`config.mk`:
```
export PLATFORM = sky130hd
export DESIGN_NAME = hazard_ctrl_seq
export DESIGN_NICKNAME = d
export VERILOG_FILES = /design/src/rtl/hazard_ctrl_seq.sv
export SDC_FILE = /design/constraint.sdc
export NUM_CORES = 1
export LEC_CHECK = 0
export ABC_CLOCK_PERIOD_IN_PS = 3500
export CAP_MARGIN = 20
export CORE_MARGIN = 3
export CORE_UTILIZATION = 34
export CTS_BUF_LIST = sky130_fd_sc_hd__clkbuf_8
export CTS_CLUSTER_DIAMETER = 120
export CTS_CLUSTER_SIZE = 20
export DETAILED_ROUTE_END_ITERATION = 6
export GPL_ROUTABILITY_DRIVEN = 0
export PLACE_DENSITY = 0.89
export SLEW_MARGIN = 5
export SYNTH_ARGS = -nofsm -noshare
export SYNTH_HDL_FRONTEND = slang
export SYNTH_SLANG_ARGS = --single-unit
```
`constraint.sdc`:
```
create_clock -name clk -period 3.5 [get_ports clk]
set_input_delay 0.7 -clock clk [delete_from_list [all_inputs] [get_ports clk]]
set_output_delay 0.7 -clock clk [all_outputs]
set_load 0.02 [all_outputs]
```
`src/rtl/hazard_ctrl_seq.sv`:
```
// hazard_ctrl_seq
//   Sequential hazard controller for the RV32 pipeline. It sits beside the
//   decode stage and provides:
//   - Independent forwarding for rs1 and rs2 from the E stage and the M/WB
//     stage. The E stage has priority, and x0 never matches.
//   - Multi-cycle load-use stalls (LOAD_LAT), UART byte-transfer stalls and
//     multi-cycle flushes (FLUSH_CYCLES), all held by an explicit FSM.
//   - A stall watchdog that pulses timeout_o after STALL_MAX consecutive
//     stall cycles.
//   Optional feature: define HAZARD_STATS_EN to build the saturating
//   stall and flush event counters. When it is undefined, both counter
//   outputs are tied to zero.
//   All outputs read 0 while rst is low, and in the first cycle after
//   rst is released.
module hazard_ctrl_seq #(
  parameter int LOAD_LAT     = 1,   // 1..7
  parameter int FLUSH_CYCLES = 1,   // 1..3
  parameter int STALL_MAX    = 15   // 1..255
) (
  input  logic        clk,
  input  logic        rst,
  input  logic [31:0] ir_d,
  input  logic [31:0] ir_e,
  input  logic [31:0] ir_m,
  input  logic        reg_wr_e,
  input  logic        reg_wr_m,
  input  logic [1:0]  wb_sel_e,
  input  logic        br_taken,
  input  logic        t_byte_i,
  output logic [1:0]  for_a,
  output logic [1:0]  for_b,
  output logic        stall,
  output logic        flush,
  output logic        timeout_o,
  output logic [15:0] stall_cnt_o,
  output logic [15:0] flush_cnt_o
);

  typedef enum logic [1:0] {
    S_RUN       = 2'd0,
    S_LOAD_WAIT = 2'd1,
    S_UART_WAIT = 2'd2,
    S_FLUSH     = 2'd3
  } state_t;

  localparam logic [1:0] WB_LOAD  = 2'b01;
  localparam logic [1:0] FWD_NONE = 2'b00;
  localparam logic [1:0] FWD_E    = 2'b01;
  localparam logic [1:0] FWD_M    = 2'b10;

  localparam logic [2:0] LAT_INIT = 3'(LOAD_LAT);
  localparam logic [1:0] FL_INIT  = 2'(FLUSH_CYCLES - 1);
  localparam logic [7:0] WD_LAST  = 8'(STALL_MAX - 1);

  state_t      r_state;
  state_t      w_state_nxt;
  logic [2:0]  r_lat_cnt;
  logic [2:0]  w_lat_nxt;
  logic [1:0]  r_fl_cnt;
  logic [1:0]  w_fl_nxt;
  logic [7:0]  r_wd_cnt;
  logic        r_active;

  logic        w_live;
  logic        w_flush_entry;
  logic [4:0]  w_rs1_d;
  logic [4:0]  w_rs2_d;
  logic [4:0]  w_rd_e;
  logic [4:0]  w_rd_m;
  logic        w_e_fwd_ok;
  logic        w_m_fwd_ok;
  logic        w_load_e;
  logic        w_load_use;
  logic [1:0]  w_fwd_a;
  logic [1:0]  w_fwd_b;

  // Only the register fields of the instruction words are used here.
  logic        w_unused;
  assign w_unused = ^{ir_d[31:25], ir_d[14:0], ir_e[31:12], ir_e[6:0],
                      ir_m[31:12], ir_m[6:0]};

  assign w_rs1_d = ir_d[19:15];
  assign w_rs2_d = ir_d[24:20];
  assign w_rd_e  = ir_e[11:7];
  assign w_rd_m  = ir_m[11:7];

  // The controller is live only out of reset and after one settling cycle.
  assign w_live = rst & r_active;

  // A load result is not available in E, so it can never be forwarded from E.
  // Requiring rd != 0 makes x0 unable to match any source operand.
  assign w_load_e   = reg_wr_e & (wb_sel_e == WB_LOAD);
  assign w_e_fwd_ok = reg_wr_e & (wb_sel_e != WB_LOAD) & (w_rd_e != 5'd0);
  assign w_m_fwd_ok = reg_wr_m & (w_rd_m != 5'd0);
  assign w_load_use = w_load_e & (w_rd_e != 5'd0) &
                      ((w_rd_e == w_rs1_d) | (w_rd_e == w_rs2_d));

  // Select the forward source for each operand. E outranks M/WB.
  always_comb begin
    w_fwd_a = FWD_NONE;
    w_fwd_b = FWD_NONE;
    if (w_e_fwd_ok && (w_rd_e == w_rs1_d))      w_fwd_a = FWD_E;
    else if (w_m_fwd_ok && (w_rd_m == w_rs1_d)) w_fwd_a = FWD_M;
    if (w_e_fwd_ok && (w_rd_e == w_rs2_d))      w_fwd_b = FWD_E;
    else if (w_m_fwd_ok && (w_rd_m == w_rs2_d)) w_fwd_b = FWD_M;
  end

  // Next-state and Mealy outputs of the hazard FSM.
  // Branch beats load-use, and load-use beats a UART transfer.
  always_comb begin
    // NOTE: every signal written here gets a default first, so no path can
    // leave a value unassigned and infer a latch.
    w_state_nxt   = r_state;
    w_lat_nxt     = r_lat_cnt;
    w_fl_nxt      = r_fl_cnt;
    w_flush_entry = 1'b0;
    for_a         = FWD_NONE;
    for_b         = FWD_NONE;
    stall         = 1'b0;
    flush         = 1'b0;
    if (w_live) begin
      unique case (r_state)
        S_RUN: begin
          for_a = w_fwd_a;
          for_b = w_fwd_b;
          if (br_taken) begin
            // The taken branch squashes the dependent D instruction.
            flush         = 1'b1;
            w_flush_entry = 1'b1;
            w_fl_nxt      = FL_INIT;
            w_state_nxt   = (FL_INIT != 2'd0) ? S_FLUSH : S_RUN;
          end else if (w_load_use) begin
            stall       = 1'b1;
            w_lat_nxt   = LAT_INIT;
            w_state_nxt = S_LOAD_WAIT;
          end else if (t_byte_i) begin
            stall       = 1'b1;
            w_state_nxt = S_UART_WAIT;
          end
        end
        S_LOAD_WAIT: begin
          // The E stage holds a bubble here, so its inputs are not re-examined.
          stall     = 1'b1;
          w_lat_nxt = r_lat_cnt - 3'd1;
          if (r_lat_cnt <= 3'd1) begin
            w_lat_nxt   = 3'd0;
            w_state_nxt = S_RUN;
          end
        end
        S_UART_WAIT: begin
          if (t_byte_i) stall = 1'b1;
          else          w_state_nxt = S_RUN;
        end
        S_FLUSH: begin
          if (r_fl_cnt != 2'd0) begin
            flush    = 1'b1;
            w_fl_nxt = r_fl_cnt - 2'd1;
          end
          if (r_fl_cnt <= 2'd1) w_state_nxt = S_RUN;
        end
        default: w_state_nxt = S_RUN;
      endcase
    end
  end

  // FSM state, latency and flush counters. Reset aborts any wait at once.
  always_ff @(posedge clk) begin
    // NOTE: sequential state uses non-blocking assignments, so every flop
    // samples values from before the edge regardless of statement order.
    if (!rst) begin
      r_state   <= S_RUN;
      r_lat_cnt <= 3'd0;
      r_fl_cnt  <= 2'd0;
      r_active  <= 1'b0;
    end else begin
      r_state   <= w_state_nxt;
      r_lat_cnt <= w_lat_nxt;
      r_fl_cnt  <= w_fl_nxt;
      r_active  <= 1'b1;
    end
  end

  // Stall watchdog: count consecutive stall cycles and wrap at expiry.
  always_ff @(posedge clk) begin
    if (!rst) begin
      r_wd_cnt <= 8'd0;
    end else if (!stall) begin
      r_wd_cnt <= 8'd0;
    end else if (r_wd_cnt == WD_LAST) begin
      r_wd_cnt <= 8'd0;
    end else begin
      r_wd_cnt <= r_wd_cnt + 8'd1;
    end
  end

  // The pulse lands on the stall cycle that brings the count to STALL_MAX.
  assign timeout_o = stall & (r_wd_cnt == WD_LAST);

`ifdef HAZARD_STATS_EN
  logic [15:0] r_stall_cnt;
  logic [15:0] r_flush_cnt;

  // Saturating totals of stall cycles and RUN-to-flush entries.
  always_ff @(posedge clk) begin
    if (!rst) begin
      r_stall_cnt <= 16'h0;
      r_flush_cnt <= 16'h0;
    end else begin
      if (stall && (r_stall_cnt != 16'hFFFF))
        r_stall_cnt <= r_stall_cnt + 16'd1;
      if (w_flush_entry && (r_flush_cnt != 16'hFFFF))
        r_flush_cnt <= r_flush_cnt + 16'd1;
    end
  end

  assign stall_cnt_o = r_stall_cnt;
  assign flush_cnt_o = r_flush_cnt;
`else
  logic w_unused_stats;
  assign w_unused_stats = w_flush_entry;
  assign stall_cnt_o    = 16'h0;
  assign flush_cnt_o    = 16'h0;
`endif

endmodule
```
Word level (Yosys, flattened, before mapping) --
Index checks and enable logic that the tools add are counted.
Word-level totals: input port bits 104, output and inout bits 39, register bits 16, logic and storage cells 85
Cells by class: reduce and logical (&&, ||, !) cells 14, mux-type cells 32, equality and inequality tests 18, bitwise operators 11, order comparisons 2, add/subtract/negate cells 3
Operators with widths (number):
- $mux W2 | 16
- $eq A5 B5 Y1 | 4
- $ne A2 B2 Y1 const B | 7
- $reduce_bool A5 Y1 | 2
- $mux W3 | 3
- $add A8 B1 Y8 const B | 1
- $and A1 B1 Y1 | 8
- $eq A8 B4 Y1 const B | 1
- $mux W1 | 8
- $pmux W2 S4 | 1
- $reduce_and A4 Y1 | 2
- $pmux W3 S2 | 1
- $reduce_bool A2 Y1 | 3
- $reduce_and A5 Y1 | 1
- $eq A2 B1 Y1 const B | 2
- $eq A2 B2 Y1 const B | 2
- $logic_and A1 B1 Y1 | 4
- $ne A4 B4 Y1 const B | 1
- $pmux W2 S2 | 1
- $le A3 B1 Y1 const B | 1
- $pmux W1 S3 | 1
- $reduce_or A3 Y1 | 1
- $sub A3 B1 Y3 const B | 1
- $le A2 B1 Y1 const B | 1
- other kinds (6) | 7

Longest topological paths before layout --
Gate-level depths: netlist (run 1).
word-level depth 10, gate-level depth with buffers 7

Worst setup path before layout (run 1) --
Ideal clock, no wire load.
path type in2out, start point input ir_e[9], end point output timeout_o, data required time 2800 ps, cell stages on the path 6, buffers on the path 0, arrival 2335 ps, setup slack 465 ps, path through xor2_1 -> nor3_2 -> nand3_2 -> a211oi_4 -> nor2_1 -> nor4_1
Between the ends: longest elaborated chain between the ends 8, elaborated cells between the ends (all ways) 11, those cells by class 2 x eq/ne; 4 x mux; 4 x bitwise; 1 x reduce/logical
Ends and longest elaborated chain:
- start, declared | line 23 | input logic [31:0] ir_e,
- $eq A5 B5 Y1 or $reduce_bool A5 Y1 (tied branches) | line 96, 95
- $or A1 B1 Y1 or $and A1 B1 Y1 (tied branches) | line 96, 95
- $and A1 B1 Y1 (*) | line 95 | assign w_load_use = w_load_e & (w_rd_e != 5'd0) &
- $mux W1 (*) | line 132 | end else if (w_load_use) begin
- $mux W1 (*) | line 126 | if (br_taken) begin
- $pmux W1 S3 (*) | line 122 | unique case (r_state)
- $mux W1 (*) | line 121 | if (w_live) begin
- $and A1 B1 Y1 (*) | line 197 | assign timeout_o = stall & (r_wd_cnt == WD_LAST);
- end, declared | line 34 | output logic timeout_o,
Mark *: on every way between the ends. The rest lies on a longest branch, timed or not.

Final worst setup path (run 1) --
start point input ir_e[9], end point output stall
Between the ends: longest elaborated chain between the ends 7, elaborated cells between the ends (all ways) 10, those cells by class 2 x eq/ne; 4 x mux; 3 x bitwise; 1 x reduce/logical
Ends and longest elaborated chain:
- $eq A5 B5 Y1 or $reduce_bool A5 Y1 (tied branches) | line 96, 95
- $or A1 B1 Y1 or $and A1 B1 Y1 (tied branches) | line 96, 95
- $and A1 B1 Y1 (*) | line 95
- $mux W1 (*) | line 132
- $mux W1 (*) | line 126
- $pmux W1 S3 (*) | line 122
- $mux W1 (*) | line 121
- end, declared | line 32 | output logic stall,
Marked as above.

==> results of run 1 <==
## power by group through the flow
stage	Sequential, mW	Combinational (mW)	Clock (mW)
after detailed placement	0.190	0.139	0
after global routing	0.186	0.151	0.152
final	0.186	0.140	0.136
after CTS	0.185	0.139	0.140
after global placement	0.189	0.135	0
after floorplan	0.189	0.103	0
## layout make-up
| type | count | area share (%) |
|---|---|---|
| Timing Repair Buffer | 52 | 23.5 |
| Inverter | 9 | 1.73 |
| Clock buffer | 3 | 2.11 |
| Tap cell | 50 | 3.19 |
| Multi-Input combinational cell | 155 | 53.1 |
| Sequential cell | 16 | 16.4 |
## worst max path at each step
stage / from / to / slack (ns) / cells after the start
after floorplan: ir_e[9] / timeout_o / 0.47 / 6
after CTS: ir_e[7] / for_b[1] / 0.001 / 7
after global placement: ir_e[7] / for_b[1] / -0.27 / 7
final: ir_e[9] / stall / 0.11 / 9
after global routing: ir_e[9] / stall / -0.009 / 9
after detailed placement: ir_e[7] / for_b[1] / -0.32 / 7
## cell usage in the layout (no fill, tap or decap), types with 2 or more instances in the layout
cell / instances
dfxtp_1: 16
nand3_1: 8
nor2_1: 14
xor2_1: 14
nor3_1: 5
xnor2_1: 12
nand2_1: 5
nor4_1: 3
nand4_1: 3
ha_1: 10
clkbuf_8: 3
o21a_1: 2
nor3b_1: 4
clkdlybuf4s50_1: 28
inv_1: 9
dlygate4sd2_1: 2
a21oi_1: 8
or4_1: 2
nor3_2: 2
o21bai_1: 2
nand3_2: 2
nor2b_1: 4
clkbuf_2: 3
buf_4: 18
nand2b_1: 5
nand3b_1: 2
conb_1: 32
## registers in the layout (all words and copies together), names as in the netlist
| signal | count |
|---|---|
| r_active | 1 |
| r_lat_cnt | 3 |
| r_wd_cnt | 8 |
| r_fl_cnt | 2 |
| r_state | 2 |
## logic make-up after synthesis
family                   after synthesis  share of synthesized area [%]
other                                  1                          0.246
multiplexers                           1                          0.657
flip-flops                            16                           21.0
XOR/XNOR                              26                           15.0
AND/OR/NAND/NOR                       64                           24.3
AO/OA/AOI/OAI                         22                           11.8
adder cells (fa/ha/maj)               10                           8.22
buffers and inverters                 43                           18.7
## metal layers
metal  vias up  share of wire, %
met2        62                50
li1        660                 -
met1       576                39
met3         2                10
met4         0              0.43
met5         -                 0
## synthesized netlist by cell type, types with 2 or more instances
cell	count	area, um^2
nor3b_1	4	30.0
xor2_1	14	123
ha_1	10	125
buf_4	33	248
nor2_1	14	52.6
a21oi_1	8	40.0
nor2b_1	4	25.0
o21bai_1	2	15.0
inv_1	9	33.8
nor3_2	2	20.0
or4_1	2	15.0
nand4_1	3	18.8
nand3_2	2	20.0
nand2_1	5	18.8
o21a_1	2	15.0
nor3_1	5	25.0
nand2b_1	5	31.3
nand3_1	8	40.0
dfxtp_1	16	320
nor4_1	4	25.0
nand3b_1	2	15.0
xnor2_1	12	105
## metrics by stage
stage / util [%] / power, mW / cells / worst slack [ns]
CTS: 47.0 / 0.464 / 285 / 0.00114
detailed placement: 46.1 / 0.329 / 282 / -0.322
global route: 46.9 / 0.489 / 285 / -0.00907
finish: 46.9 / 0.461 / 285 / 0.110
floorplan: - / 0.292 / 214 / 0.465
global placement: 46.1 / 0.325 / 282 / -0.265
==> flow_metrics.env, run 1 <==
export IMPL_post_route_cells_drive_above_1_share_pct=14.9
export IMPL_flow_area_growth_from_synthesis_pct=28.6
export IMPL_grt_antenna_before_repair=0
export IMPL_fin_skew_ns=0.00207
export IMPL_post_cts_repair_setup_buffers=0
export IMPL_timing_hold_worst_start="r_wd_cnt[0]$_SDFF_PP0_"
export IMPL_initial_core_util_pct=36.5
export IMPL_timing_setup_critical_path_class="in2out"
export IMPL_final_antenna_net_count=0
export IMPL_numPortBuffers=34
export IMPL_cts_clk_slew_worst_paths_ns=0.06
export IMPL_cts_resized=7
export IMPL_report_final_setup_viol=0
export IMPL_io_pins=143
export IMPL_crit_path_start_kind="input port"
export IMPL_cp_cell_sequence="clkdlybuf4s50_1 > buf_4 > xor2_1 > nor3_2 > nand3_2 > a211oi_4 > nor2_1 > nor3_1 > dlygate4sd2_1"
export IMPL_worst_r2r_path_depth=6
export IMPL_seq_power_share_pct=40.2
export IMPL_timing_critical_path_max_delay_family="buffers and inverters"
export IMPL_status="complete, no violations"
export IMPL_total_overflow_reported_by_the_global_router=0
export IMPL_num_antenna_cells=0
export IMPL_vdd_ir_drop_max_mv=0.121
export IMPL_clkLatencyLatePin_ns=0.25
export IMPL_cpPeakStageDelay_ns=0.46
export IMPL_tightest_slew_ns=0.890
export IMPL_finalNetCount=351
export IMPL_async_reset_ff_share_pct=0
export IMPL_track_usage_pct=12.2
export IMPL_cp_arrival_ns=2.69
export IMPL_detail_route_wirelength_um=3270
export IMPL_max_cap_violations=0
export IMPL_synth_edff_count=0
export IMPL_first_iter_violations=22
export IMPL_grt_max_degree=10
export IMPL_multi_input_comb_area_um2=1040
export IMPL_core_area_um2=4170
export IMPL_worst_hold_path_endpoint="r_wd_cnt[0]$_SDFF_PP0_"
export IMPL_finalHoldWorstSlack_ns=0.462
export IMPL_grt_busiest_layer="met2"
export IMPL_cts_inserted_buffers=3
export IMPL_r2r_end="r_fl_cnt[1]$_SDFFE_PN0P_"
export IMPL_avgViaCountPerCell=4.56
export IMPL_wl_per_cell_um=11.5
export IMPL_die_y_um=72.9
export IMPL_combinationalPowerShare_pct=30.3
export IMPL_grt_pass1_wl_um=5180
export IMPL_grt_util_met2_pct=22.8
export IMPL_fmaxAchievable_mhz=295
export IMPL_post_dp_hpwl_um=2810
export IMPL_overall_via_count_from_detail_route=1300
export IMPL_holdCritPathClass="reg2reg"
export IMPL_synth_cell_types=39
export IMPL_finalSetupTns_ns=0
export IMPL_critPathSlowestCell="clkdlybuf4s50_1"
export IMPL_ys_dominant_reg_cell="dfxtp_1"
export IMPL_timing_critical_path_buf_inv=3
export IMPL_postSynthRegisterBits=16
export IMPL_worstSetupEndpointType="output pin"
export IMPL_synthesis_area_per_instance_um2=8.32
export IMPL_p_switching_uw=139
export IMPL_drt_pass1_iterations=4
export IMPL_final_design_area_no_fill_um2=1960
export IMPL_clk_path_buf_depth=2
export IMPL_cts_tree="built"
export IMPL_groute_layer_met1_usage_pct=13.2
export IMPL_worstReg2RegStart="r_state[1]$_SDFFE_PN0P_"
export IMPL_static_leak_nw=0.790
export IMPL_p_int_uw=323
export IMPL_met3_usage_in_global_routing_pct=4.55
export IMPL_sequential_cell_area_um2=320
export IMPL_clock_sinks=16
export IMPL_unrepaired_setup_endpoints_after_global_routing="yes"
export IMPL_worst_path_required_ns=2.80
export IMPL_cts_hold_buf=0
export IMPL_placedInstanceArea_um2=1930
export IMPL_switching_share_pct=30.0
export IMPL_cp_max_fo=3
export IMPL_number_of_warnings_printed_during_yosys_synthesis=0
export IMPL_floorplan_die_area_um2=5320
export IMPL_power_density_nw_per_um2=235
export IMPL_reg2reg_setup_slack_ns=1.43
export IMPL_postSynthCellCount=183
export IMPL_min_path_cells=1
export IMPL_syn_cell_area_um2=1520
export IMPL_hold_viol=0
export IMPL_synth_yosys_seq_area_share_pct=21.0
export IMPL_max_slew_margin_pct=39.1
export IMPL_num_rows=23
export IMPL_cts_root_buf="clkbuf_8"
export IMPL_fp_dieW_um=72.9
export IMPL_drcViolationCount=0
export IMPL_grt_pass1_vias=1242
export IMPL_h_tree_depth=1
export IMPL_slew_violations=0
export IMPL_power_share_clock_pct=29.5
export IMPL_post_route_min_period_ns=3.39
export IMPL_period_share_pct=96.9
export IMPL_nFillCells=410
Power figures use the tool's default switching activity.
==> inputs of run 2 (changes only) <==
- REMOVE_ABC_BUFFERS: not set -> 1
==> flow_metrics.env, run 2 (synthesized netlist as in run 1, its figures left out) <==
export IMPL_post_dp_hpwl_um=2800
export IMPL_mostFrequentLayoutCells="32 x conb_1, 28 x clkdlybuf4s50_1, 16 x buf_4, 16 x dfxtp_1"
export IMPL_num_antenna_cells=0
export IMPL_grt_pass1_wl_um=5530
export IMPL_holdCritPathClass="reg2reg"
export IMPL_h_tree_depth=1
export IMPL_power_density_nw_per_um2=249
export IMPL_layout_cells_most_common="conb_1"
export IMPL_core_area_um2=4170
export IMPL_die_y_um=72.9
export IMPL_fmaxAchievable_mhz=298
export IMPL_drt_pass1_iterations=4
export IMPL_status="complete, no violations"
export IMPL_grt_antenna_before_repair=0
export IMPL_worst_path_required_ns=2.80
export IMPL_final_cells=284
export IMPL_cp_cell_sequence="clkdlybuf4s50_1 > or4_1 > o21ai_1 > o21bai_1 > nor2_1 > nor4_1 > clkbuf_2"
export IMPL_unrepaired_setup_endpoints_after_global_routing="no"
export IMPL_largest_register_ff_count=8
export IMPL_max_cap_violations=0
export IMPL_grt_pass1_vias=1366
export IMPL_first_iter_violations=117
export IMPL_max_slew_margin_pct=45.7
export IMPL_overall_via_count_from_detail_route=1355
export IMPL_slew_violations=0
export IMPL_cpPeakStageDelay_ns=0.51
export IMPL_finalNetCount=349
export IMPL_largest_register="r_wd_cnt"
export IMPL_detail_route_wirelength_um=3380
export IMPL_cts_clk_slew_worst_paths_ns=0.06
export IMPL_numPortBuffers=34
export IMPL_final_antenna_net_count=0
export IMPL_cts_tree="built"
export IMPL_cts_inserted_buffers=3
export IMPL_track_usage_pct=12.8
export IMPL_initial_core_util_pct=36.5
export IMPL_total_overflow_reported_by_the_global_router=0
export IMPL_cts_hold_buf=0
export IMPL_fin_skew_ns=0.00347
export IMPL_tightest_slew_ns=0.795
export IMPL_clk_path_buf_depth=2
export IMPL_largestRegisters="r_wd_cnt: 8 flops, r_lat_cnt: 3 flops"
export IMPL_critPathSlowestCell="or4_1"
export IMPL_avgViaCountPerCell=4.77
export IMPL_post_route_cells_drive_above_1_share_pct=14.5
export IMPL_io_pins=143
export IMPL_fp_dieW_um=72.9
export IMPL_timing_setup_critical_path_class="in2out"
export IMPL_clkLatencyLatePin_ns=0.25
export IMPL_period_share_pct=96.0
export IMPL_hold_viol=0
export IMPL_post_route_min_period_ns=3.36
export IMPL_cts_root_buf="clkbuf_8"
export IMPL_grt_max_degree=10
export IMPL_vdd_ir_drop_max_mv=0.101
export IMPL_flow_area_growth_from_synthesis_pct=28.8
export IMPL_dpl_cell_count=280
export IMPL_num_rows=23
export IMPL_post_cts_repair_setup_buffers=0
export IMPL_placedInstanceArea_um2=1910
export IMPL_drcViolationCount=0
export IMPL_floorplan_die_area_um2=5320
export IMPL_cp_arrival_ns=2.66
export IMPL_final_design_area_no_fill_um2=1960
export IMPL_worstSetupEndpointType="output pin"
export IMPL_crit_path_start_kind="input port"
export IMPL_layout_core_utilization_pct=47.0
export IMPL_clock_sinks=16
export IMPL_wl_per_cell_um=11.9
export IMPL_report_final_setup_viol=0
export IMPL_static_leak_nw=0.803
export IMPL_cp_max_fo=3
-- run 2: cell types whose count changed in the layout (fill, tap and decap cells not counted), sizes merged --
cell          before  now
dlygate4sd2        2    1
buf               18   17
dlymetal6s2s       1    2
-- run 2: stage by stage --
stage / power [mW] / setup slack [ns] / setup TNS [ns] / hold WS, ns
final: 0.489 / 0.140 / 0 / 0.469
after global routing: 0.513 / 0.0387 / 0 / 0.502
after CTS: 0.489 / 0.00156 / 0 / 0.471
after detailed placement: 0.326 / -0.369 / -1.08 / 0.462
after global placement: 0.323 / -0.290 / -0.811 / 0.445
after floorplan: 0.263 / 0.465 / 0 / 0.430
-- run 2: area by class of cell --
type,count,area [um^2]
repair buffers,50,449
well taps,50,62.6
multi-input cells,155,1040
fillers,405,2210
flip-flops and latches,16,320
clock buffers,4,55.1
inverters,9,33.8
-- run 2: report_power, final --
part	internal [mW]	switching, mW
sequential	0.184	0.00191
clock	0.0998	0.0649
combinational	0.0614	0.0773
total	0.345	0.144
-- run 2: worst max-delay path: cells and delay by family --
family          cells  cell delay, ns
simple gates        3            0.92
buf+inv             2            0.66
compound gates      2            0.38
-- run 2: repair_timing --
item,4_1_cts,5_1_grt
endpoints found under the setup margin,4,5
resized for setup,10,7
pin swaps,0,0
-- run 2: metal layers --
layer | vias up | global-route usage, % | wire length [um]
li1 | 664 | - | -
met1 | 610 | 14.0 | 1310
met2 | 71 | 23.2 | 1690
met3 | 10 | 3.44 | 310
met4 | 0 | 5.12 | 72
met5 | - | 0 | 0
-- run 2: path summary, 6_finish.rpt --
| kind | startpoint | slack, ns | cells after the start | to |
|---|---|---|---|---|
| worst min-delay path | r_lat_cnt[1]$_SDFFE_PN0P_ | 0.47 | 2 | r_lat_cnt[1]$_SDFFE_PN0P_ |
| worst max-delay path | ir_e[7] | 0.14 | 7 | for_b[1] |
| worst min register to register | r_lat_cnt[1]$_SDFFE_PN0P_ | 0.47 | 2 | r_lat_cnt[1]$_SDFFE_PN0P_ |
| worst max register to register | r_state[0]$_SDFFE_PN0P_ | 1.48 | 7 | r_lat_cnt[0]$_SDFFE_PN0P_ |
==> inputs of run 3 (changes only) <==
- ABC_CLOCK_PERIOD_IN_PS: 3500 -> 3250
- CORE_UTILIZATION: 34 -> 31
- PLACE_DENSITY: 0.89 -> 0.82
- SKIP_LAST_GASP: not set -> 1
- clock period: 3.5 -> 3.25 ns (I/O delays scaled with it)
==> flow_metrics.env, run 3 (synthesized netlist as in run 1, its figures left out) <==
export IMPL_post_dp_hpwl_um=2850
export IMPL_vdd_ir_drop_max_mv=0.138
export IMPL_crit_path_start_kind="input port"
export IMPL_clk_path_buf_depth=2
export IMPL_grt_pass1_wl_um=5410
export IMPL_cts_root_buf="clkbuf_8"
export IMPL_floorplan_die_area_um2=5790
export IMPL_cts_clk_slew_worst_paths_ns=0.06
export IMPL_period_share_pct=98.6
export IMPL_cts_tree="built"
export IMPL_report_final_setup_viol=0
export IMPL_holdCritPathClass="reg2reg"
export IMPL_cp_max_fo=3
export IMPL_clkLatencyLatePin_ns=0.25
export IMPL_layout_cells_most_common="conb_1"
export IMPL_final_cells=308
export IMPL_avgViaCountPerCell=4.37
export IMPL_multi_input_comb_area_um2=1050
export IMPL_drcViolationCount=0
export IMPL_layout_core_utilization_pct=45.2
export IMPL_max_cap_violations=0
export IMPL_largest_register="r_wd_cnt"
export IMPL_overall_via_count_from_detail_route=1345
export IMPL_tightest_slew_ns=0.867
export IMPL_num_antenna_cells=0
export IMPL_numPortBuffers=34
export IMPL_cts_inserted_buffers=3
export IMPL_setup_slack_at_placement_ns=-0.429
export IMPL_largest_register_ff_count=8
export IMPL_mostFrequentLayoutCells="32 x conb_1, 28 x clkdlybuf4s50_1, 26 x buf_4"
export IMPL_first_iter_violations=54
export IMPL_post_route_min_period_ns=3.21
export IMPL_worstSetupEndpointType="output pin"
export IMPL_nFillCells=432
export IMPL_num_rows=24
export IMPL_sequential_cell_area_um2=320
export IMPL_final_antenna_net_count=0
export IMPL_initial_core_util_pct=33.6
export IMPL_post_route_cells_drive_above_1_share_pct=18.9
export IMPL_track_usage_pct=11.1
export IMPL_wl_per_cell_um=10.8
export IMPL_fmaxAchievable_mhz=312
export IMPL_timing_setup_critical_path_class="in2out"
export IMPL_detail_route_wirelength_um=3340
export IMPL_total_overflow_reported_by_the_global_router=0
export IMPL_clock_sinks=16
export IMPL_io_pins=143
export IMPL_slew_violations=0
export IMPL_grt_antenna_before_repair=0
export IMPL_unrepaired_setup_endpoints_after_global_routing="yes"
export IMPL_fin_skew_ns=0.00118
export IMPL_largestRegisters="r_wd_cnt: 8 flops, r_lat_cnt: 3 flops"
export IMPL_postLayoutSetupSlackWorst_ns=0.0449
export IMPL_cp_arrival_ns=2.56
export IMPL_static_leak_nw=0.817
export IMPL_h_tree_depth=1
export IMPL_finalNetCount=358
export IMPL_fp_dieW_um=76.1
export IMPL_flow_area_growth_from_synthesis_pct=34.5
export IMPL_groute_layer_met1_usage_pct=11.2
export IMPL_core_area_um2=4530
export IMPL_worst_path_required_ns=2.60
export IMPL_drt_pass1_iterations=4
export IMPL_grt_busiest_layer="met2"
export IMPL_grt_max_degree=10
export IMPL_max_slew_margin_pct=40.7
export IMPL_dpl_cell_count=304
export IMPL_grt_util_met2_pct=20.0
export IMPL_status="complete, no violations"
export IMPL_die_y_um=76.1
export IMPL_power_density_nw_per_um2=263
export IMPL_hold_viol=0
export IMPL_grt_pass1_vias=1339
export IMPL_met3_usage_in_global_routing_pct=4.37
-- run 3: cell type report --
type,count,area share [%]
Multi-Input combinational cell,155,51.3
Timing Repair Buffer,59,24.8
Sequential cell,16,15.6
Tap cell,65,3.97
Clock buffer,4,2.69
Inverter,9,1.65
-- run 3: where the power goes --
group	total, mW	internal (mW)	switching [mW]	leakage [nW]
Sequential	0.200	0.198	0.00190	0.129
Combinational	0.159	0.0730	0.0857	0.658
Clock	0.179	0.108	0.0718	0.0288
Total	0.538	0.378	0.159	0.817
-- run 3: critical path, cell delays in order --
cell,delay [ns]
clkdlybuf4s50_1,0.42
or4_1,0.55
o21ai_2,0.17
o21bai_1,0.17
nor2_1,0.09
nor4_2,0.29
clkbuf_2,0.22
-- run 3: final timing paths --
| kind | startpoint | end | slack, ns | cells past startpoint |
|---|---|---|---|---|
| worst max-delay path | ir_e[7] | for_b[1] | 0.04 | 7 |
| worst min-delay path | r_lat_cnt[1]$_SDFFE_PN0P_ | r_lat_cnt[1]$_SDFFE_PN0P_ | 0.47 | 2 |
| worst max register to register | r_state[1]$_SDFFE_PN0P_ | r_fl_cnt[0]$_SDFFE_PN0P_ | 1.19 | 6 |
| worst min register to register | r_lat_cnt[1]$_SDFFE_PN0P_ | r_lat_cnt[1]$_SDFFE_PN0P_ | 0.47 | 2 |
-- run 3: timing repair --
action,in CTS,in global routing
setup endpoints to repair,6,4
hold buffers,0,0
buffers inserted,0,0
pin swaps,0,4
gates resized for setup,14,10
cloned,0,0
-- run 3: metrics by stage --
| step | setup TNS [ns] | hold WS [ns] | cell area, um^2 | power [mW] |
|---|---|---|---|---|
| after global routing | -0.0747 | 0.508 | 2050 | 0.561 |
| after CTS | -0.141 | 0.467 | 2040 | 0.541 |
| final | 0 | 0.465 | 2050 | 0.538 |
| after global placement | -1.75 | 0.444 | 2000 | 0.357 |
| after detailed placement | -1.68 | 0.455 | 2000 | 0.361 |
| after floorplan | 0 | 0.430 | 1390 | 0.283 |
-- run 3: layer usage --
layer,wire [um],part of all wire [%]
met1,1310,39
met2,1570,47
met3,371,11
met4,89,2.7
met5,0,0
